File: src/rtl/spi_thermometer_responder_if.sv
// SPI pin bundle between a mode-0 master and the thermometer responder.
// The master drives clock, select and SI; the responder drives SO and its output enable.
interface spi_thermometer_responder_if;
  logic spi_clk;
  logic spi_cs_n;
  logic spi_si;
  logic spi_so;
  logic spi_so_en;

  modport master (
    output spi_clk,
    output spi_cs_n,
    output spi_si,
    input  spi_so,
    input  spi_so_en
  );

  modport slave (
    input  spi_clk,
    input  spi_cs_n,
    input  spi_si,
    output spi_so,
    output spi_so_en
  );
endinterface

File: src/rtl/spi_thermometer_responder.sv
// SPI mode-0 responder emulating the thermostat temperature sensor.
// Oversamples the SPI pins, decodes an 8-bit command and returns a 16-bit frame.
module spi_thermometer_responder #(
  parameter logic [7:0]  p_read_cmd  = 8'h50,
  parameter logic [7:0]  p_id_cmd    = 8'h4F,
  parameter logic [15:0] p_device_id = 16'h0A5A
) (
  input  logic                        i_clk,
  input  logic                        i_reset_n,
  input  logic [9:0]                  i_temperature,
  spi_thermometer_responder_if.slave  spi,
  output logic                        o_xfer_done,
  output logic                        o_cmd_err
);

  localparam logic [1:0] StIdle = 2'd0;
  localparam logic [1:0] StCmd  = 2'd1;
  localparam logic [1:0] StData = 2'd2;
  localparam logic [1:0] StDone = 2'd3;

  // [0],[1] form the synchroniser, [2] is the delayed copy for edge detection.
  logic [2:0] sclk_q;
  logic [2:0] cs_q;
  logic [2:0] si_q;

  always_ff @(posedge i_clk or negedge i_reset_n) begin
    if (!i_reset_n) begin
      sclk_q <= 3'b000;
      cs_q   <= 3'b111;
      si_q   <= 3'b000;
    end else begin
      sclk_q <= {sclk_q[1:0], spi.spi_clk};
      cs_q   <= {cs_q[1:0], spi.spi_cs_n};
      si_q   <= {si_q[1:0], spi.spi_si};
    end
  end

  logic sclk_rise;
  logic sclk_fall;
  logic cs_rise;
  logic cs_fall;
  logic si_s;

  assign sclk_rise = sclk_q[1] & ~sclk_q[2];
  assign sclk_fall = ~sclk_q[1] & sclk_q[2];
  assign cs_rise   = cs_q[1] & ~cs_q[2];
  assign cs_fall   = ~cs_q[1] & cs_q[2];
  assign si_s      = si_q[1];

  logic [1:0]  state_q, state_d;
  logic [4:0]  bit_cnt_q, bit_cnt_d;
  logic [7:0]  cmd_sr_q, cmd_sr_d;
  logic [15:0] tx_sr_q, tx_sr_d;
  logic [9:0]  temp_hold_q, temp_hold_d;
  logic        cmd_valid_q, cmd_valid_d;
  logic        so_q, so_d;
  logic        so_en_q, so_en_d;
  logic        xfer_done_q, xfer_done_d;
  logic        cmd_err_q, cmd_err_d;
  logic [7:0]  cmd_next;

  assign cmd_next = {cmd_sr_q[6:0], si_s};

  always_comb begin
    state_d     = state_q;
    bit_cnt_d   = bit_cnt_q;
    cmd_sr_d    = cmd_sr_q;
    tx_sr_d     = tx_sr_q;
    temp_hold_d = temp_hold_q;
    cmd_valid_d = cmd_valid_q;
    so_d        = so_q;
    so_en_d     = so_en_q;
    xfer_done_d = 1'b0;
    cmd_err_d   = 1'b0;

    case (state_q)
      StIdle: begin
        so_d    = 1'b0;
        so_en_d = 1'b0;
        if (cs_fall) begin
          state_d     = StCmd;
          bit_cnt_d   = 5'd0;
          cmd_sr_d    = 8'h00;
          tx_sr_d     = 16'h0000;
          cmd_valid_d = 1'b0;
          temp_hold_d = i_temperature;
          so_en_d     = 1'b1;
        end
      end

      StCmd: begin
        // A select release outranks any SCLK edge seen in the same cycle.
        if (cs_rise) begin
          state_d = StIdle;
          so_d    = 1'b0;
          so_en_d = 1'b0;
        end else if (sclk_rise) begin
          cmd_sr_d  = cmd_next;
          bit_cnt_d = bit_cnt_q + 5'd1;
          if (bit_cnt_q == 5'd7) begin
            state_d   = StData;
            bit_cnt_d = 5'd0;
            if (cmd_next == p_read_cmd) begin
              tx_sr_d     = {temp_hold_q, 6'b000000};
              cmd_valid_d = 1'b1;
            end else if (cmd_next == p_id_cmd) begin
              tx_sr_d     = p_device_id;
              cmd_valid_d = 1'b1;
            end else begin
              tx_sr_d     = 16'h0000;
              cmd_valid_d = 1'b0;
              cmd_err_d   = 1'b1;
            end
          end
        end
      end

      StData: begin
        if (cs_rise) begin
          state_d = StIdle;
          so_d    = 1'b0;
          so_en_d = 1'b0;
        end else if (sclk_fall) begin
          so_d    = tx_sr_q[15];
          tx_sr_d = {tx_sr_q[14:0], 1'b0};
        end else if (sclk_rise) begin
          bit_cnt_d = bit_cnt_q + 5'd1;
          if (bit_cnt_q == 5'd15) begin
            state_d = StDone;
          end
        end
      end

      StDone: begin
        if (cs_rise) begin
          state_d     = StIdle;
          so_d        = 1'b0;
          so_en_d     = 1'b0;
          xfer_done_d = cmd_valid_q;
        end else if (sclk_fall) begin
          so_d = 1'b0;
        end
      end

      default: begin
        state_d = StIdle;
        so_d    = 1'b0;
        so_en_d = 1'b0;
      end
    endcase
  end

  always_ff @(posedge i_clk or negedge i_reset_n) begin
    if (!i_reset_n) begin
      state_q     <= StIdle;
      bit_cnt_q   <= 5'd0;
      cmd_sr_q    <= 8'h00;
      tx_sr_q     <= 16'h0000;
      temp_hold_q <= 10'h000;
      cmd_valid_q <= 1'b0;
      so_q        <= 1'b0;
      so_en_q     <= 1'b0;
      xfer_done_q <= 1'b0;
      cmd_err_q   <= 1'b0;
    end else begin
      state_q     <= state_d;
      bit_cnt_q   <= bit_cnt_d;
      cmd_sr_q    <= cmd_sr_d;
      tx_sr_q     <= tx_sr_d;
      temp_hold_q <= temp_hold_d;
      cmd_valid_q <= cmd_valid_d;
      so_q        <= so_d;
      so_en_q     <= so_en_d;
      xfer_done_q <= xfer_done_d;
      cmd_err_q   <= cmd_err_d;
    end
  end

  assign spi.spi_so    = so_q;
  assign spi.spi_so_en = so_en_q;
  assign o_xfer_done   = xfer_done_q;
  assign o_cmd_err     = cmd_err_q;

endmodule

File: src/flat_wrapper.sv
// flat-port wrapper written by rule: the top's interface ports become plain ports
module spi_thermometer_responder_flat 
#(
  parameter logic [7:0]  p_read_cmd  = 8'h50,
  parameter logic [7:0]  p_id_cmd    = 8'h4F,
  parameter logic [15:0] p_device_id = 16'h0A5A
)
  (i_clk, i_reset_n, i_temperature, o_xfer_done, o_cmd_err, spi_spi_clk, spi_spi_cs_n, spi_spi_si, spi_spi_so, spi_spi_so_en);
  spi_thermometer_responder_if spi_i ();
  input  logic i_clk;
  input  logic i_reset_n;
  input  logic [9:0] i_temperature;
  output logic o_xfer_done;
  output logic o_cmd_err;
  input wire logic [$bits(spi_i.spi_clk)-1:0] spi_spi_clk;
  input wire logic [$bits(spi_i.spi_cs_n)-1:0] spi_spi_cs_n;
  input wire logic [$bits(spi_i.spi_si)-1:0] spi_spi_si;
  output wire logic [$bits(spi_i.spi_so)-1:0] spi_spi_so;
  output wire logic [$bits(spi_i.spi_so_en)-1:0] spi_spi_so_en;
  assign spi_i.spi_clk = spi_spi_clk;
  assign spi_i.spi_cs_n = spi_spi_cs_n;
  assign spi_i.spi_si = spi_spi_si;
  assign spi_spi_so = spi_i.spi_so;
  assign spi_spi_so_en = spi_i.spi_so_en;
  spi_thermometer_responder #(.p_read_cmd(p_read_cmd), .p_id_cmd(p_id_cmd), .p_device_id(p_device_id)) u_core (.i_clk(i_clk), .i_reset_n(i_reset_n), .i_temperature(i_temperature), .spi(spi_i), .o_xfer_done(o_xfer_done), .o_cmd_err(o_cmd_err));
endmodule
File: config.mk
export PLATFORM = sky130hd
export DESIGN_NAME = spi_thermometer_responder_flat
export DESIGN_NICKNAME = d
export VERILOG_FILES = /design/src/rtl/spi_thermometer_responder_if.sv /design/src/rtl/spi_thermometer_responder.sv /design/src/flat_wrapper.sv
export SDC_FILE = /design/constraint.sdc
export NUM_CORES = 1
export LEC_CHECK = 0
export CORE_ASPECT_RATIO = 0.7
export CORE_UTILIZATION = 57
export CTS_CLUSTER_SIZE = 25
export DETAILED_ROUTE_END_ITERATION = 12
export GPL_TIMING_DRIVEN = 0
export PLACE_DENSITY = 0.78
export SYNTH_ARGS = -nofsm -noshare
export SYNTH_HDL_FRONTEND = slang
export SYNTH_SLANG_ARGS = --single-unit
File: constraint.sdc
create_clock -name i_clk -period 2.5 [get_ports i_clk]
set_input_delay 0.375 -clock i_clk [delete_from_list [all_inputs] [get_ports i_clk]]
set_output_delay 0.375 -clock i_clk [all_outputs]
set_load 0.03 [all_outputs]
==> results of run 1 <==
cell families (layout without fill, tap and decap cells):
kind of cell	after synthesis	count (layout)
AOI/OAI and AO/OA	50	50
adders and majority gates	7	7
buffers and inverters	15	42
muxes	23	23
and+or+nand+nor	64	64
DFF	52	52
power by group:
group	internal [W]	switching, W
Clock	0.000195	0.000273
Combinational	0.000337	0.000488
Sequential	0.000984	0.000111
Total	0.00152	0.000872
path summary, 6_finish.rpt:
kind | depth (start not counted) | startpoint | endpoint
hold reg to reg | 0 | u_core.sclk_q[0]$_DFF_PN0_ | u_core.sclk_q[1]$_DFF_PN0_
setup reg to reg | 7 | u_core.state_q[1]$_DFFE_PN0P_ | u_core.tx_sr_q[8]$_DFFE_PN0P_
setup / recovery | 7 | u_core.state_q[1]$_DFFE_PN0P_ | u_core.tx_sr_q[8]$_DFFE_PN0P_
hold / removal | 1 | i_reset_n | u_core.temp_hold_q[2]$_DFFE_PN0P_
max in group asynchronous | 2 | i_reset_n | u_core.cs_q[0]$_DFF_PN1_
min in group i_clk | 0 | u_core.sclk_q[0]$_DFF_PN0_ | u_core.sclk_q[1]$_DFF_PN0_
cell type report:
class                   instances  share of cell area [%]
clock buffers                   5                   2.459
flip-flops and latches         52                   46.62
plain buffers                   7                   1.296
multi-input cells             144                   38.58
inverters                       8                   1.073
clock inverters                 3                  0.6705
repair buffers                 19                   6.974
well taps                      52                   2.325
critical path: stages (launching register included):
cell,delay [ps]
dfrtp_1,460
inv_1,120
ha_1,250
buf_1,400
nand2_1,200
nand3_2,220
buf_6,200
mux2_4,310
metrics by stage:
| step | util [%] | cells | instance area, sq um | setup TNS (ps) | power [W] |
|---|---|---|---|---|---|
| floorplan | - | 211 | 2451 | 0 | 0.001680 |
| global placement | 67.11 | 281 | 2696 | -15710 | 0.001852 |
| detailed placement | 67.49 | 282 | 2711 | 0 | 0.001925 |
| CTS | 69.67 | 290 | 2799 | 0 | 0.002393 |
| global route | 69.67 | 290 | 2799 | 0 | 0.002543 |
| finish | 69.67 | 290 | 2799 | 0 | 0.002389 |
per-layer routing:
metal,wire length [um],track usage [%],up-vias
met5,0,0,-
met4,87,6.633,0
met3,261,7.805,12
met2,2311,37.65,58
met1,2348,36.76,873
li1,-,-,814
flip-flops by register name (all words and copies together) (netlist names), 2 cells and up:
name and count:
u_core.tx_sr_q 15, u_core.temp_hold_q 10, u_core.cmd_sr_q 7, u_core.bit_cnt_q 5, u_core.cs_q 3, u_core.sclk_q 3, u_core.si_q 2, u_core.state_q 2
cell usage in the layout (no fill, tap or decap), types with 3 or more instances in the layout:
cell type,synthesis,final
dfrtp_1,49,49
nor2_1,17,17
clkdlybuf4s50_1,0,17
nand2_1,15,15
mux2_2,15,15
o21ai_0,14,14
a22o_1,10,10
inv_1,7,7
a22oi_1,7,7
a21oi_1,7,7
ha_1,7,7
mux2_4,5,5
clkbuf_8,0,5
nor2b_1,4,4
nand2b_1,3,3
clkbuf_1,3,3
nand3_1,3,3
buf_2,2,3
mux2i_1,3,3
dfstp_2,3,3
==> flow_metrics.py, run 1 <==
metrics = {
    "route": {
        "first_pass_iters": 4,
        "viasPerCell": 6.059,
        "wl_per_cell_um": 17.27,
        "wirelength_um": 5009,
        "antenna_left": 0,
        "vias": 1757,
        "drc_errors": 0,
        "first_iter_violations": 109,
    },
    "sta": {
        "finClkSkew_ps": 3.661,
        "hold_viol": 0,
        "period_needed_ps": 2278,
        "holdWs_ps": 57.16,
        "final_max_slew_viol_count": 0,
        "worstMarginPinSlew_ps": 588.4,
        "layout_setup_ws_ps": 222.5,
        "fin_crit_sh_pct": 91.10,
        "max_slew_margin_pct": 60.78,
        "finalSetupViolCount": 0,
        "timing.fmax_ghz": 0.4391,
        "rsz0062_at_grt": "no",
    },
    "synthesis": {
        "synth_area_leader_cell": "dfrtp_1",
        "yosysTopAreaCellShare_pct": 50.03,
        "synth-simple-area-share_pct": 14.40,
        "synth_compound_area_share_pct": 14.91,
        "yosys_warnings": 0,
        "synth-seq-area-share_pct": 53.24,
        "ys.flop_type": "dfrtp_1",
        "synthMuxAreaShare_pct": 11.18,
        "synth.most_common_cell": "dfrtp_1",
        "yosys-top-cells-count": "dfrtp_1, nor2_1, mux2_2, nand2_1, o21ai_0",
        "synth_top_family_by_area": "compound AO/OA/AOI/OAI gates",
        "synth-edff-count": 0,
        "async_flop_share_pct": 100.0,
        "synth_xor_area_share_pct": 0,
        "synthCells": 211,
        "synth_area_leaders": "dfrtp_1, mux2_2, a22o_1",
        "synth_cell_type_count": 51,
        "ys_ff_latch": 52,
        "synth_adder_area_share_pct": 3.573,
        "synth_area_per_cell_sq_um": 11.62,
        "synthesis.area_sq_mm": 0.002451,
        "synth_fp_nets": 233,
    },
    "worst_setup_path": {
        "reg2reg_slack_ps": 220,
        "critPathCaptureType": "register",
        "crit_type": "register to register",
        "start_kind": "register",
        "critPathMaxFanout": 10,
        "arrival_ps": 2480,
        "crit_required_ps": 2700,
    },
    "pwr": {
        "p_per_area_mw_per_mm2": 853.7,
        "power.leakage_nw": 1.235,
        "peakVddDrop_mv": 0.4584,
    },
    "global_routing": {
        "grt_pass1_wl_um": 8514,
        "track_usage_pct": 25.55,
        "grt_remaining_overflow": 0,
        "grt_max_degree": 29,
        "grt_pass1_vias": 1710,
        "antenna_found_initial": 0,
    },
    "clock_tree": {
        "postCtsSetupRepairBufs": 0,
        "ctsHoldBuffers": 0,
        "ctsLongestPathBuffers": 2,
        "cts_made_buffers": 5,
        "cts_num_sinks": 52,
        "cts_root_buffer": "clkbuf_8",
        "h-tree-depth": 2,
        "cts_tree": "built",
        "clk_latency_ps": 310,
        "cts_resized": 0,
        "clkTransAtPathRegs_ps": 90,
    },
    "place": {
        "io_buffer_count": 18,
        "globalplace.congestion": 0.8563,
        "dpl.hpwl_um": 3702,
        "pre_cts_ws_ps": 284.4,
    },
    "min_path": {
        "hold_class": "primary input to async pin",
    },
    "layout": {
        "multi_input_area_sq_mm": 0.001080,
        "antennaDiodeCount": 0,
        "seq_area_sq_mm": 0.001305,
        "final_nets": 259,
        "syn2layout_area_growth_pct": 14.19,
        "filler_cell_count": 298,
        "drive_gt1_share_pct": 20.17,
    },
    "die": {
        "die_area_sq_mm": 0.004571,
        "die_w_um": 80.38,
        "rows": 19,
        "core_area_sq_mm": 0.004018,
        "die_y_um": 56.87,
        "pin_count": 19,
        "start_util_pct": 61.01,
    },
    "status": {
        "status": "finished, final reports clean",
    },
    "flow_run": {
        "cap_violations": 0,
    },
}
Power figures use the tool's default switching activity.
==> run 2, diff against run 1 <==
--- a/config.mk
+++ b/config.mk
@@ -14,3 +14,4 @@
 export SYNTH_ARGS = -nofsm -noshare
 export SYNTH_HDL_FRONTEND = slang
 export SYNTH_SLANG_ARGS = --single-unit
+export TNS_END_PERCENT = 5
==> results of run 2 <==
Final layout, timing and power as in run 1 (identical DEF).
==> run 3, diff against run 2 <==
--- a/config.mk
+++ b/config.mk
@@ -5,6 +5,7 @@
 export SDC_FILE = /design/constraint.sdc
 export NUM_CORES = 1
 export LEC_CHECK = 0
+export CAP_MARGIN = 20
 export CORE_ASPECT_RATIO = 0.7
 export CORE_UTILIZATION = 57
 export CTS_CLUSTER_SIZE = 25
==> results of run 3 <==
Final layout, timing and power as in run 1 (identical DEF).
